**config.mk**
```make
export PLATFORM = sky130hd
export DESIGN_NAME = gcd_stream_driver
export DESIGN_NICKNAME = d
export VERILOG_FILES = /design/src/rtl/gcd_test_pkg.sv /design/src/rtl/gcd_vec_table.sv /design/src/rtl/gcd_stream_driver.sv
export SDC_FILE = /design/constraint.sdc
export NUM_CORES = 1
export LEC_CHECK = 0
export CAP_MARGIN = 20
export CORE_MARGIN = 3
export CORE_UTILIZATION = 59
export CTS_CLUSTER_DIAMETER = 100
export CTS_CLUSTER_SIZE = 25
export DETAILED_ROUTE_END_ITERATION = 16
export PLACE_DENSITY = 0.79
export SYNTH_ARGS = -nofsm -noshare
export SYNTH_HDL_FRONTEND = slang
export SYNTH_SLANG_ARGS = --single-unit
```
**constraint.sdc**
```tcl
create_clock -name clk -period 10.42 [get_ports clk]
set_clock_uncertainty 0.1 [all_clocks]
set_input_delay 3.126 -clock clk [delete_from_list [all_inputs] [get_ports clk]]
set_output_delay 3.126 -clock clk [all_outputs]
set_load 0.03 [all_outputs]
```
**src/rtl/gcd_test_pkg.sv**
```systemverilog
// Shared definitions for the gcd stream driver: FSM states, default sizes and
// the constants of the backpressure LFSR.
package gcd_test_pkg;

  typedef enum logic [1:0] {
    StIdle,
    StSend,
    StWait,
    StDone
  } state_e;

  localparam int unsigned DefaultW             = 16;
  localparam int unsigned DefaultDepth         = 8;
  localparam int unsigned DefaultTimeoutCycles = 1000;

  // Galois form of x^16 + x^14 + x^13 + x^11 + 1, right-shifting.
  localparam logic [15:0] LfsrSeed = 16'hACE1;
  localparam logic [15:0] LfsrTaps = 16'hB400;

  function automatic logic [15:0] lfsr_step(input logic [15:0] s);
    return s[0] ? ((s >> 1) ^ LfsrTaps) : (s >> 1);
  endfunction

endpackage

```
**src/rtl/gcd_vec_table.sv**
```systemverilog
// DEPTH x (A, B, expected) vector register file: one synchronous write port,
// one combinational read port. Contents are deliberately not reset.
module gcd_vec_table
  import gcd_test_pkg::*;
#(
  parameter int unsigned W     = DefaultW,
  parameter int unsigned DEPTH = DefaultDepth
) (
  input  logic                     clk,
  input  logic                     wr_en,
  input  logic [$clog2(DEPTH)-1:0] wr_addr,
  input  logic [W-1:0]             wr_a,
  input  logic [W-1:0]             wr_b,
  input  logic [W-1:0]             wr_exp,
  input  logic [$clog2(DEPTH)-1:0] rd_addr,
  output logic [W-1:0]             rd_a,
  output logic [W-1:0]             rd_b,
  output logic [W-1:0]             rd_exp
);

  logic [W-1:0] a_q   [DEPTH];
  logic [W-1:0] b_q   [DEPTH];
  logic [W-1:0] exp_q [DEPTH];

  // Table write port.
  always_ff @(posedge clk) begin
    if (wr_en) begin
      a_q[wr_addr]   <= wr_a;
      b_q[wr_addr]   <= wr_b;
      exp_q[wr_addr] <= wr_exp;
    end
  end

  assign rd_a   = a_q[rd_addr];
  assign rd_b   = b_q[rd_addr];
  assign rd_exp = exp_q[rd_addr];

endmodule

```
**src/rtl/gcd_stream_driver.sv**
```systemverilog
// On-chip traffic source/sink for the gcd unit. Plays a programmable vector
// table into the operand val/rdy port, checks each result and counts
// pass/fail, with a per-vector timeout.
// Optional: define GCD_STREAM_DRIVER_BACKPRESSURE_EN to throttle result_rdy
// with a 16-bit LFSR while waiting for a result.
module gcd_stream_driver
  import gcd_test_pkg::*;
#(
  parameter int unsigned W              = DefaultW,
  parameter int unsigned DEPTH          = DefaultDepth,
  parameter int unsigned TIMEOUT_CYCLES = DefaultTimeoutCycles
) (
  input  logic                     clk,
  input  logic                     reset,
  input  logic                     tbl_wr_en,
  input  logic [$clog2(DEPTH)-1:0] tbl_wr_addr,
  input  logic [W-1:0]             tbl_wr_a,
  input  logic [W-1:0]             tbl_wr_b,
  input  logic [W-1:0]             tbl_wr_exp,
  input  logic [$clog2(DEPTH):0]   num_vectors,
  input  logic                     start,
  output logic [W-1:0]             operands_bits_A,
  output logic [W-1:0]             operands_bits_B,
  output logic                     operands_val,
  input  logic                     operands_rdy,
  input  logic [W-1:0]             result_bits_data,
  input  logic                     result_val,
  output logic                     result_rdy,
  output logic                     busy,
  output logic                     done,
  output logic [$clog2(DEPTH):0]   pass_count,
  output logic [$clog2(DEPTH):0]   fail_count,
  output logic [$clog2(DEPTH)-1:0] first_fail_idx,
  output logic                     timeout
);

  localparam int unsigned IW = $clog2(DEPTH);
  localparam int unsigned CW = IW + 1;
  localparam int unsigned TW = $clog2(TIMEOUT_CYCLES + 1);

  localparam logic [CW-1:0] DepthC   = CW'(DEPTH);
  localparam logic [TW-1:0] TimerMax = TW'(TIMEOUT_CYCLES - 1);

  state_e        state_q;
  logic [IW-1:0] idx_q;
  logic [CW-1:0] n_q;
  logic [TW-1:0] timer_q;
  logic [W-1:0]  exp_q;

  logic          idle_like;
  logic          tbl_we;
  logic [IW-1:0] rd_addr;
  logic [W-1:0]  rd_a, rd_b, rd_exp;
  logic          fwd;
  logic [W-1:0]  ld_a, ld_b, ld_exp;
  logic [CW-1:0] n_clamped;
  logic          op_hs, res_hs, last_vec;
  logic          wait_rdy;

  assign idle_like = (state_q == StIdle) || (state_q == StDone);
  assign tbl_we    = tbl_wr_en && idle_like;

  // The read port always points at the entry that will be loaded into the
  // operand registers on the next SEND entry: 0 on start, idx+1 after a result.
  assign rd_addr = (state_q == StWait) ? idx_q + IW'(1) : '0;

  // A write landing in the same cycle as start must be seen by the run.
  assign fwd    = tbl_we && (tbl_wr_addr == rd_addr);
  assign ld_a   = fwd ? tbl_wr_a   : rd_a;
  assign ld_b   = fwd ? tbl_wr_b   : rd_b;
  assign ld_exp = fwd ? tbl_wr_exp : rd_exp;

  assign n_clamped = (num_vectors > DepthC) ? DepthC : num_vectors;
  assign op_hs     = operands_val && operands_rdy;
  assign res_hs    = result_val && result_rdy;
  assign last_vec  = ({1'b0, idx_q} == (n_q - CW'(1)));

  gcd_vec_table #(
    .W    (W),
    .DEPTH(DEPTH)
  ) u_table (
    .clk    (clk),
    .wr_en  (tbl_we),
    .wr_addr(tbl_wr_addr),
    .wr_a   (tbl_wr_a),
    .wr_b   (tbl_wr_b),
    .wr_exp (tbl_wr_exp),
    .rd_addr(rd_addr),
    .rd_a   (rd_a),
    .rd_b   (rd_b),
    .rd_exp (rd_exp)
  );

`ifdef GCD_STREAM_DRIVER_BACKPRESSURE_EN
  logic [15:0] lfsr_q;
  logic [15:0] lfsr_d;

  assign lfsr_d = lfsr_step(lfsr_q);
  // result_rdy is registered, so it takes the bit the LFSR will hold next cycle.
  assign wait_rdy = lfsr_d[0];

  // Free-running backpressure pattern generator.
  always_ff @(posedge clk) begin
    if (!reset) begin
      lfsr_q <= LfsrSeed;
    end else begin
      lfsr_q <= lfsr_d;
    end
  end
`else
  assign wait_rdy = 1'b1;
`endif

  // Run sequencer: state, counters, timer and all registered outputs.
  always_ff @(posedge clk) begin
    if (!reset) begin
      state_q         <= StIdle;
      idx_q           <= '0;
      n_q             <= '0;
      timer_q         <= '0;
      exp_q           <= '0;
      operands_bits_A <= '0;
      operands_bits_B <= '0;
      operands_val    <= 1'b0;
      result_rdy      <= 1'b0;
      busy            <= 1'b0;
      done            <= 1'b0;
      pass_count      <= '0;
      fail_count      <= '0;
      first_fail_idx  <= '0;
      timeout         <= 1'b0;
    end else begin
      result_rdy <= 1'b0;
      unique case (state_q)
        StIdle, StDone: begin
          // An empty run parks here with busy=1 for one cycle, so done rises late.
          if (state_q == StDone) begin
            done <= 1'b1;
            busy <= 1'b0;
          end
          if (start) begin
            done           <= 1'b0;
            busy           <= 1'b1;
            pass_count     <= '0;
            fail_count     <= '0;
            first_fail_idx <= '0;
            timeout        <= 1'b0;
            idx_q          <= '0;
            n_q            <= n_clamped;
            if (n_clamped == '0) begin
              state_q <= StDone;
            end else begin
              state_q         <= StSend;
              operands_val    <= 1'b1;
              operands_bits_A <= ld_a;
              operands_bits_B <= ld_b;
              exp_q           <= ld_exp;
            end
          end
        end
        StSend: begin
          if (op_hs) begin
            operands_val <= 1'b0;
            timer_q      <= '0;
            result_rdy   <= wait_rdy;
            state_q      <= StWait;
          end
        end
        StWait: begin
          if (res_hs) begin
            if (result_bits_data == exp_q) begin
              pass_count <= pass_count + CW'(1);
            end else begin
              fail_count <= fail_count + CW'(1);
              if (fail_count == '0) begin
                first_fail_idx <= idx_q;
              end
            end
            if (last_vec) begin
              state_q <= StDone;
              done    <= 1'b1;
              busy    <= 1'b0;
            end else begin
              idx_q           <= idx_q + IW'(1);
              state_q         <= StSend;
              operands_val    <= 1'b1;
              operands_bits_A <= ld_a;
              operands_bits_B <= ld_b;
              exp_q           <= ld_exp;
            end
          end else if (timer_q == TimerMax) begin
            // Outstanding vector is abandoned: neither pass nor fail.
            timeout <= 1'b1;
            state_q <= StDone;
            done    <= 1'b1;
            busy    <= 1'b0;
          end else begin
            timer_q    <= timer_q + TW'(1);
            result_rdy <= wait_rdy;
          end
        end
        default: state_q <= StIdle;
      endcase
    end
  end

endmodule

```
==> results.cfg, run 1 <==
[status]
outcome = finished clean

[logic_synthesis]
synth-main-ff-cell = edfxtp_1
seq_area_frac_synth = 0.712
netlist_instances = 1281
synth-async-reset-ratio = 0
syn_nets = 1367
ys_types = 58
synth_warnings = 0
syn_area_per_cell_um2 = 14.5
synth_enable_flop_cells = 384
synth_seq_cells = 467
synth.cell_area_um2 = 18500

[timing]
relSlewSlack = 0.314
period_share = 0.548
setup_ws_ns = 4.71
fmax_mhz = 175
fin_hold_ws_ns = 0.367
rsz0062_at_grt = false
setup_viol = 0
period_needed_ns = 5.71
hold_violations = 0
drv_slew = 0
tns_ns = 0
tightest_slew_ns = 1.03

[place]
detailedPlace.worstSlack_ns = 4.22
numPortBuffers = 124
place.gp.congestion = 0.828
place_inst = 1731
hpwlAfterDp_um = 23100
place_area_um2 = 20200

[route]
wl_per_cell_um = 24.1
drtIter0Drc = 1280
drtPass1Iterations = 5
drc = 0
ant_nets = 0
wirelength_um = 42600
via_per_inst = 6.63
via_count = 11700

[setup_path]
crit_type = primary input to flip-flop
slowest_stage = or4b_2
startpoint_type = primary input
critPathMaxFanout = 12
cpPeakStageDelay_ns = 0.84
crit_buf_inv = 1
cpLargestDelayFamily = simple AND/OR/NAND/NOR gates
crit_arrival_ns = 6.07
cp-end-kind = flip-flop
cpMostUsedCell = nand4_1
crit_chain = clkdlybuf4s50_1 -> xnor2_1 -> nand4_1 -> nor3_1 -> nand4_1 -> or4b_2 -> o31ai_1
required_ns = 10.79

[layout]
syn_to_final_growth_pct = 12.4
final_common_cell = edfxtp_1
drive_above_1_share = 0.0807
register_area_um2 = 13200
fillCellCount = 2134
multiInputGateArea_um2 = 4990
final_cells = 1772
finalInstanceArea_um2 = 20800
nets = 1447
final_cell_mix = edfxtp_1 (384), clkdlybuf4s50_1 (124), nand2_1 (121)

[global_route]
grt_overflow_total = 0
grt_pass1_vias = 11500
grt_util_all_layers = 0.250
antenna_found_initial = 2
grt_pass1_wl_um = 65600
grt_max_degree = 97

[power]
switching_share = 0.278
power_leakage_nw = 6.55
power_frac_seq = 0.571
power_switching_mw = 1.09
intPower_mw = 2.83
power_density_nw_per_um2 = 188
vdd_drop_max_v = 0.000120
p_clk_frac = 0.243
combPwrFrac = 0.186

[cts]
clockBufferDepth = 3
cts_sinks = 467
cts-root-buf = clkbuf_16
cts_buffers = 22
cts-hold-fix-buffers = 0
clock_latency_ns = 0.55
clk_pin_slew_ns = 0.10
cts_tree = yes
cts.repair.resized = 0
cts_setup_buffers = 0
cts_max_level = 1

[min_path]
hold_path_class = flip-flop to flip-flop

[die]
die_h_um = 183
coreArea_um2 = 30700
ios = 125
dieArea_um2 = 33600
floorplan.initialDensity = 0.602
die_x_um = 183
core.rowCount = 64

[run]
cap_viol_max_count = 0
[sequential cells by signal (all words and copies together), names as in the netlist]
name	flops
timeout	1
u_table.exp_q	128
u_table.a_q	128
busy	1
n_q	4
first_fail_idx	3
timer_q	10
fail_count	4
operands_val	1
operands_bits_B	16
state_q	2
exp_q	16
done	1
idx_q	3
operands_bits_A	16
pass_count	4
u_table.b_q	128
result_rdy	1
[cells by family after synthesis]
family	synth area share
DFF	0.712
adders and majority gates	0.00608
AOI/OAI and AO/OA	0.127
buffers and inverters	0.0240
muxes	0.0376
xor gates and xnor gates	0.0142
and+or+nand+nor	0.0784
[cells in the mapped netlist (7+ instances only)]
library cell / number / area share
a2111oi_0: 19 / 0.0090
a211oi_1: 65 / 0.026
a21oi_1: 35 / 0.0095
a221o_1: 20 / 0.011
a31oi_1: 15 / 0.0051
and3_1: 37 / 0.012
buf_2: 20 / 0.0054
clkbuf_1: 65 / 0.013
dfxtp_1: 83 / 0.090
edfxtp_1: 384 / 0.62
ha_1: 9 / 0.0061
inv_1: 11 / 0.0022
mux2_2: 19 / 0.012
mux2i_1: 10 / 0.0054
mux4_2: 17 / 0.021
nand2_1: 122 / 0.025
nand3_1: 47 / 0.013
nand4_1: 7 / 0.0024
nor2_1: 29 / 0.0059
nor2b_1: 18 / 0.0061
nor3_1: 9 / 0.0024
nor3b_1: 7 / 0.0028
o211ai_1: 12 / 0.0049
o21ai_0: 58 / 0.016
o221ai_1: 62 / 0.029
o22ai_1: 17 / 0.0057
xnor2_1: 17 / 0.0080
xor2_1: 13 / 0.0061
[power groups by stage]
stage	Sequential, mW	Clock (mW)	Combinational (mW)
after floorplan	2.35	0	0.356
after global placement	2.28	0	0.703
after detailed placement	2.28	0	0.719
after CTS	2.24	0.967	0.723
after global routing	2.25	1.04	0.782
final	2.24	0.953	0.728
[area by class of cell]
| cell class | instances | area share |
|---|---|---|
| multi-input combinational | 709 | 0.239 |
| tap | 396 | 0.0238 |
| clock inverter | 2 | 0.00120 |
| antenna | 1 | 0.000120 |
| clock buffer | 36 | 0.0290 |
| timing repair buffer | 150 | 0.0708 |
| sequential | 467 | 0.634 |
| inverter | 11 | 0.00198 |
[worst paths after layout]
kind                            start                   to  slack [ns]  depth (start not counted)
setup / recovery  result_bits_data[2]        pass_count[3]        4.71                          7
hold reg to reg     first_fail_idx[1]    first_fail_idx[1]        0.37                          2
hold / removal      first_fail_idx[1]    first_fail_idx[1]        0.37                          2
setup reg to reg             idx_q[0]  operands_bits_A[12]        6.21                          8
[through the flow]
stage / power, mW / utilization
after global routing: 4.07 / 0.677
after detailed placement: 3.00 / 0.656
after floorplan: 2.71 / -
after global placement: 2.98 / 0.655
after CTS: 3.93 / 0.676
final: 3.92 / 0.677
[metal layers]
metal  global-route usage  part of all wire
met1                0.354              0.40
met4               0.0728             0.024
met2                0.416              0.50
met3               0.0319             0.080
met5                    0           0.00026
[tightest hold or removal path, stage by stage (launching register included)]
cell and delay, ns:
dfxtp_1 0.32, nand2_1 0.05, mux2i_1 0.06
No activity file was read; power rests on OpenSTA's default activity.
==> run 2, diff against run 1 <==
Settings changed: CORE_UTILIZATION 59 to 53, PLACE_DENSITY 0.79 to 0.75.
Clock period 10.42 ns to 5.1 ns, I/O delays scaled along.
==> run 2 against run 1 <==
Compared with the run above: sequential share of layout area is 0.89 points lower; total power is 110% higher; final cell count is 3.8% higher; largest power group unchanged; hold slack better by 0.0024 ns; critical path type unchanged; first-iteration DRC count is 3.0% lower; wire length is 0.47% lower; critical path depth stayed put; largest cell class unchanged.
==> results.cfg, run 2 (synthesized netlist as in run 1, its figures left out) <==
[status]
outcome = finished clean

[global_route]
grt_pass1_vias = 11600
grt_max_degree = 84
antenna_found_initial = 4
grt_pass1_wl_um = 65800
grt_overflow_total = 0
grt_util_all_layers = 0.227

[route]
drtIter0Drc = 1241
via_count = 11700
via_per_inst = 6.36
wl_per_cell_um = 23.1
drtPass1Iterations = 5
ant_nets = 0
wirelength_um = 42400
drc = 0

[cts]
clk_pin_slew_ns = 0.09
cts.repair.resized = 0
cts-hold-fix-buffers = 0
cts_sinks = 467
clockBufferDepth = 3
cts-root-buf = clkbuf_16
cts_buffers = 22
cts_max_level = 1
cts_setup_buffers = 0
cts_tree = yes
clock_latency_ns = 0.54

[setup_path]
ff2ff_setup_slack_ns = 1.54
rr_endpoint = operands_bits_A[0]
cpLargestDelayFamily = simple AND/OR/NAND/NOR gates
critPathMaxFanout = 20
r2r_start = idx_q[1]
ff2ff_path_depth = 9
crit_chain = clkdlybuf4s50_1 -> a21boi_0 -> nor3_1 -> nand3_1 -> or2_2 -> nor2_4 -> a221o_1
slowest_stage = nor2_4
required_ns = 5.49
cp-end-kind = flip-flop
crit_arrival_ns = 4.26
cpPeakStageDelay_ns = 0.59
startpoint_type = primary input
crit_buf_inv = 1
crit_type = primary input to flip-flop

[power]
power_leakage_nw = 6.67
vdd_drop_max_v = 0.000243
intPower_mw = 5.91
p_clk_frac = 0.252
combPwrFrac = 0.187
power_switching_mw = 2.23
power_frac_seq = 0.561
switching_share = 0.274
power_density_nw_per_um2 = 385
power_mw = 8.14

[place]
numPortBuffers = 124
place_area_um2 = 20400
place.gp.congestion = 0.866
hpwlAfterDp_um = 24700

[die]
coreArea_um2 = 34000
core.rowCount = 67
die_h_um = 193
dieArea_um2 = 37200
ios = 125
die_x_um = 193
floorplan.initialDensity = 0.546

[layout]
final_common_cell = edfxtp_1
nets = 1457
finalInstanceArea_um2 = 21100
syn_to_final_growth_pct = 14.0
drive_above_1_share = 0.0880
final_cell_mix = edfxtp_1 (384), clkdlybuf4s50_1 (124), nand2_1 (121)
post-route-util = 0.622
top_regs = u_table.a_q: 128 flops, u_table.b_q: 128 flops, u_table.exp_q: 128 flops

[min_path]
min_delay_path_depth = 2
hold_path_class = flip-flop to flip-flop
min_from = busy
min_to = busy

[timing]
period_share = 0.760
period_needed_ns = 3.87
tightest_slew_ns = 0.891
tns_ns = 0
drv_slew = 0
relSlewSlack = 0.404
rsz0062_at_grt = false
fmax_mhz = 258
hold_violations = 0
setup_viol = 0

[run]
cap_viol_max_count = 0
==> run 2: power by group through the flow <==
stage	combinational, mW	sequential, mW	clock, mW
5_1_grt	1.64	4.59	2.22
2_1_floorplan	0.732	4.80	0
3_3_place_gp	1.47	4.65	0
6_report	1.52	4.57	2.05
3_5_place_dp	1.51	4.65	0
4_1_cts	1.51	4.57	2.08
==> run 2: cell type report <==
cell class                 count  area [um^2]
sequential                   467        13200
fill                        2501        12800
multi-input combinational    709         5040
timing repair buffer         160         1590
clock buffer                  39          657
tap                          448          561
inverter                      11         41.3
clock inverter                 1         30.0
antenna                        4         10.0
==> run 2: stage by stage <==
| step | hold WS, ns | cells | setup WS (ns) |
|---|---|---|---|
| 2_1_floorplan | 0.345 | 1281 | -0.0548 |
| 3_3_place_gp | 0.340 | 1794 | 0.910 |
| 3_5_place_dp | 0.356 | 1794 | 0.796 |
| 4_1_cts | 0.373 | 1834 | 1.35 |
| 5_1_grt | 0.396 | 1837 | 1.12 |
| 6_report | 0.370 | 1839 | 1.23 |
==> run 2: worst min-delay path: stages, from the launching register on <==
cell     delay (ns)
dfxtp_1        0.32
nand2_1        0.05
o21ai_0        0.06
==> run 2: layer usage <==
metal | vias to the layer above | wire length [um] | global-route usage | share of wire
met2 | 521 | 20800 | 0.375 | 0.49
li1 | 5242 | - | - | -
met1 | 5867 | 17200 | 0.310 | 0.41
met4 | 4 | 1010 | 0.0720 | 0.024
met5 | - | 34 | 0 | 0.00080
met3 | 71 | 3350 | 0.0423 | 0.079
==> run 2: worst max path at each step <==
stage / from / end / slack, ns / depth (start not counted)
after floorplan: tbl_wr_addr[1] / u_table.a_q[2][0] / -0.05 / 2
after CTS: result_val / operands_bits_A[8] / 1.35 / 7
after global routing: tbl_wr_addr[1] / operands_bits_A[15] / 1.12 / 8
after global placement: result_bits_data[14] / pass_count[3] / 0.91 / 8
after detailed placement: result_val / operands_bits_A[8] / 0.80 / 7
final: result_val / operands_bits_A[8] / 1.23 / 7
==> RTL change 1 (settings of run 1) <==
Re-encode `state_e` (4 states) as Gray code, 2 bits wide.
--- a/src/rtl/gcd_test_pkg.sv
+++ b/src/rtl/gcd_test_pkg.sv
@@ -4,8 +4,8 @@
 
   typedef enum logic [1:0] {
-    StIdle,
-    StSend,
-    StWait,
-    StDone
+    StIdle = 2'b00,
+    StSend = 2'b01,
+    StWait = 2'b11,
+    StDone = 2'b10
   } state_e;
 
Check against the original RTL: same outputs for any inputs over 4 cycles, from zero or initial values and one cycle with reset low; so few cycles prove little.
==> RTL change 1 against run 1 <==
Combinational power fell by 34%. Final area rose by 3.0%. Sequential cell count did not move. Die area rose by 3.5%. Total power fell by 8.5%. Wire length rose by 10%. Sequential share of layout area fell by 1.8 points. Worst setup slack got worse by 0.78 ns. Sequential power fell by 4%. Synthesized area rose by 3.7%. Highest routed layer is now met4.
==> RTL change 1: results (changes against run 1) <==
Crit path arrival time -> 6.82 ns (+0.75 ns)
gr usage total -> 26.1% (+1.0 points)
min-delay src -> first_fail_idx[1]$_SDFFE_PN0P_
routed wl met2 -> 21900 µm (+3.4%)
top sig layer -> met4
ratio of cells with drive above 1 in the final layout -> 5.92% (-2.2 points)
worst vdd ir -> 0.129 mV (+7.3%)
fin nets -> 1571 (+8.6%)
CTS buffer count -> 22 (unchanged)
Avg Cell Area, Syn -> 13.4 µm² (-7.0%)
Post-DP HPWL -> 23400 µm (+1.5%)
worst rel slew slack -> 27.3% (-4.2 points)
Via density -> 6.58 (-0.76%)
Pleak -> 0.00664 µW (+1.3%)
DR iter-0 viols -> 1424 (+11%)
met3 WL -> 4370 µm (+28%)
Post-synth top cells -> edfxtp_1, nand2_1, nor2b_1, dfxtp_1, clkbuf_1
CP delay by family, top -> buffers and inverters
Post-Place Cells -> 1898 (+9.6%)
Yosys cell types -> 60 (+3.4%)
CP max FO -> 61 (+49)
gpl congestion -> 0.798 (-3.6%)
Post-Route M1 WL -> 19700 µm (+16%)
slowest CP cell -> buf_4
largest net degree at the start of global routing -> 98 (+1.0%)
WL/cell -> 24.2 µm (+0.77%)
Slowest Stage Delay on Critical Path -> 0.73 ns (-0.11 ns)
diode count -> 0 (-1)
Reg2Reg Depth -> 7 (-1)
net count after synthesis -> 1511 (+11%)
Seq/Total Area, Yosys -> 68.7% (-2.5 points)
outcome -> completed
reg2reg start -> state_q[0]$_SDFFE_PN0P_
worst slack, placed -> 3.51 ns (-0.709 ns)
crit path from -> tbl_wr_en
routed via count -> 12751 (+8.6%)
first-pass GRT wire length -> 71600 µm (+9.2%)
largest cells by area after synthesis -> edfxtp_1, dfxtp_1, nand2_1
GRT met3 Usage -> 3.74% (+0.55 points)
routing usage on met2 -> 41.5% (-0.093 points)
vias in the first global route -> 12353 (+7.3%)
initial antenna violation count -> 0 (-2)
[RTL change 1: cell types whose count changed in the layout (fill, tap and decap cells not counted), sizes merged, moves of 45 or more]
cell	before	now
mux2i	10	55
nor2b	18	93
a211oi	65	1
a221oi	0	45
o221ai	62	0
a32oi	2	48
nand2	122	180
a311oi	2	48
[RTL change 1: through the flow]
stage / power (µW) / utilization (%) / instance area, µm²
2_1_floorplan: 2460 / - / 19200
4_1_cts: 3590 / 67.4 / 21400
3_5_place_dp: 2650 / 65.3 / 20800
5_1_grt: 3700 / 67.5 / 21500
6_report: 3590 / 67.5 / 21500
3_3_place_gp: 2640 / 65.3 / 20800
[RTL change 1: area by class of cell]
class	count	area (µm²)
clock inverters	1	8.76
inverters	9	35.0
repair buffers	151	1460
clock buffers	39	636
flip-flops and latches	467	13200
multi-input cells	837	5570
well taps	435	544
fillers	2201	10300
[RTL change 1: path summary, 6_finish.rpt]
path,end,slack (ns)
worst min-delay path,first_fail_idx[1]$_SDFFE_PN0P_,0.37
worst min register to register,first_fail_idx[1]$_SDFFE_PN0P_,0.37
worst max register to register,operands_bits_B[3]$_SDFFE_PN0P_,6.64
worst max-delay path,operands_bits_B[3]$_SDFFE_PN0P_,3.93
[RTL change 1: power by group]
group	switching, µW	internal, µW
combinational	309	172
clock	548	421
sequential	42.3	2100
[RTL change 1: kinds of logic (layout without fill, tap and decap cells)]
kind of cell	Yosys count	count (layout)	synth area share (%)
AOI/OAI and AO/OA	347	347	13.6
and+or+nand+nor	408	408	10.6
buffers and inverters	124	200	2.85
adders and majority gates	6	6	0.391
muxes	55	55	2.87
xor gates and xnor gates	21	21	0.997
DFF	467	467	68.7
==> RTL change 2 (flow settings as in run 1) <==
Without the edit above. Build with the macro `GCD_STREAM_DRIVER_BACKPRESSURE_EN` defined.
--- a/src/rtl/gcd_stream_driver.sv
+++ b/src/rtl/gcd_stream_driver.sv
@@ -4,4 +4,6 @@
 // Optional: define GCD_STREAM_DRIVER_BACKPRESSURE_EN to throttle result_rdy
 // with a 16-bit LFSR while waiting for a result.
+`define GCD_STREAM_DRIVER_BACKPRESSURE_EN
+
 module gcd_stream_driver
   import gcd_test_pkg::*;
Check against the original RTL: not equivalent (a bounded check fails within 4 cycles, from zero or initial values and one cycle with reset low).
==> RTL change 2 against run 1 <==
Fmax rose by 8.1%. Final area rose by 1.8%. Total power rose by 7.8%. Synthesized area rose by 2.5%. Worst setup slack improved by 0.43 ns. Die area rose by 2.4%. Clock power rose by 5%. Sequential cell count rose by 16. Wire length rose by 5.4%.
==> RTL change 2: results (changes against run 1) <==
WL/cell -> 24.2 µm (+0.69%)
Post-Route M1 WL -> 17900 µm (+5.5%)
net count after synthesis -> 1456 (+6.5%)
number of synthesized flops with an enable pin -> 384 (unchanged)
First-pass DRT Iterations -> 6 (+1)
DR iter-0 viols -> 1427 (+11%)
worst vdd ir -> 0.185 mV (+54%)
vias in the first global route -> 12075 (+4.9%)
met1 GRT Util -> 35.3% (-0.052 points)
reg2reg start -> state_q[0]$_SDFFE_PN0P_
Avg Cell Area, Syn -> 13.9 µm² (-4.1%)
met3 WL -> 4420 µm (+30%)
Comb. pwr -> 874 µW (+20%)
gpl congestion -> 0.791 (-4.5%)
ratio of cells with drive above 1 in the final layout -> 5.46% (-2.6 points)
CP max FO -> 5 (-7)
Post-DP HPWL -> 23000 µm (-0.43%)
Area after DPL -> 20500 µm² (+1.6%)
Seq/Total Area, Yosys -> 71.2% (about the same)
initial antenna violation count -> 6 (+4)
largest net degree at the start of global routing -> 100 (+3.1%)
sequential power -> 2350 µW (+5%)
gr usage total -> 25.7% (+0.69 points)
Pleak -> 0.00635 µW (-3.2%)
Post-synth top cells -> edfxtp_1, nand2_1, dfxtp_1, o211ai_1, clkbuf_1
CTS buffer count -> 23 (+4.5%)
slowest CP cell -> nor3_1
Crit path arrival time -> 5.63 ns (-0.44 ns)
switching share of total power -> 28.9% (+1.2 points)
GRT met3 Usage -> 5.70% (+2.5 points)
min-delay src -> lfsr_q[7]$_SDFF_PN1_
top sig layer -> met5
Post-Place Cells -> 1806 (+4.3%)
worst slack, placed -> 4.61 ns (+0.387 ns)
Yosys cell types -> 60 (+3.4%)
routing usage on met2 -> 41.7% (+0.065 points)
combinational power share -> 20.7% (+2.1 points)
WL final -> 44900 µm (+5.4%)
routed wl met2 -> 21600 µm (+2.0%)
outcome -> completed
Slowest Stage Delay on Critical Path -> 0.77 ns (-0.07 ns)
crit path from -> result_bits_data[10]
largest cells by area after synthesis -> edfxtp_1, dfxtp_1, o211ai_1
Via density -> 6.69 (+0.98%)
first-pass GRT wire length -> 68400 µm (+4.3%)
-- RTL change 2: final cells by class --
| cell class | count | area [µm²] |
|---|---|---|
| antenna | 5 | 12.5 |
| multi-input combinational | 763 | 5020 |
| fill | 2181 | 10400 |
| clock buffer | 40 | 649 |
| tap | 402 | 503 |
| clock inverter | 2 | 25.0 |
| inverter | 12 | 45.0 |
| timing repair buffer | 147 | 1430 |
| sequential | 483 | 13500 |
-- RTL change 2: final timing paths --
check        slack (ns)  cells past startpoint                          to
max reg2reg        5.90                      8  fail_count[3]$_SDFFE_PN0P_
min reg2reg        0.32                      1        lfsr_q[6]$_SDFF_PN1_
min                0.32                      1        lfsr_q[6]$_SDFF_PN1_
max                5.14                      7  fail_count[3]$_SDFFE_PN0P_
-- RTL change 2: cell families after synthesis --
family,count (synthesis),share of synthesized area [%]
flops,483,71.2
simple gates,279,7.00
compound gates,439,16.7
xor+xnor,32,1.52
mux,3,0.165
fa+ha+maj,10,0.659
buf+inv,123,2.78
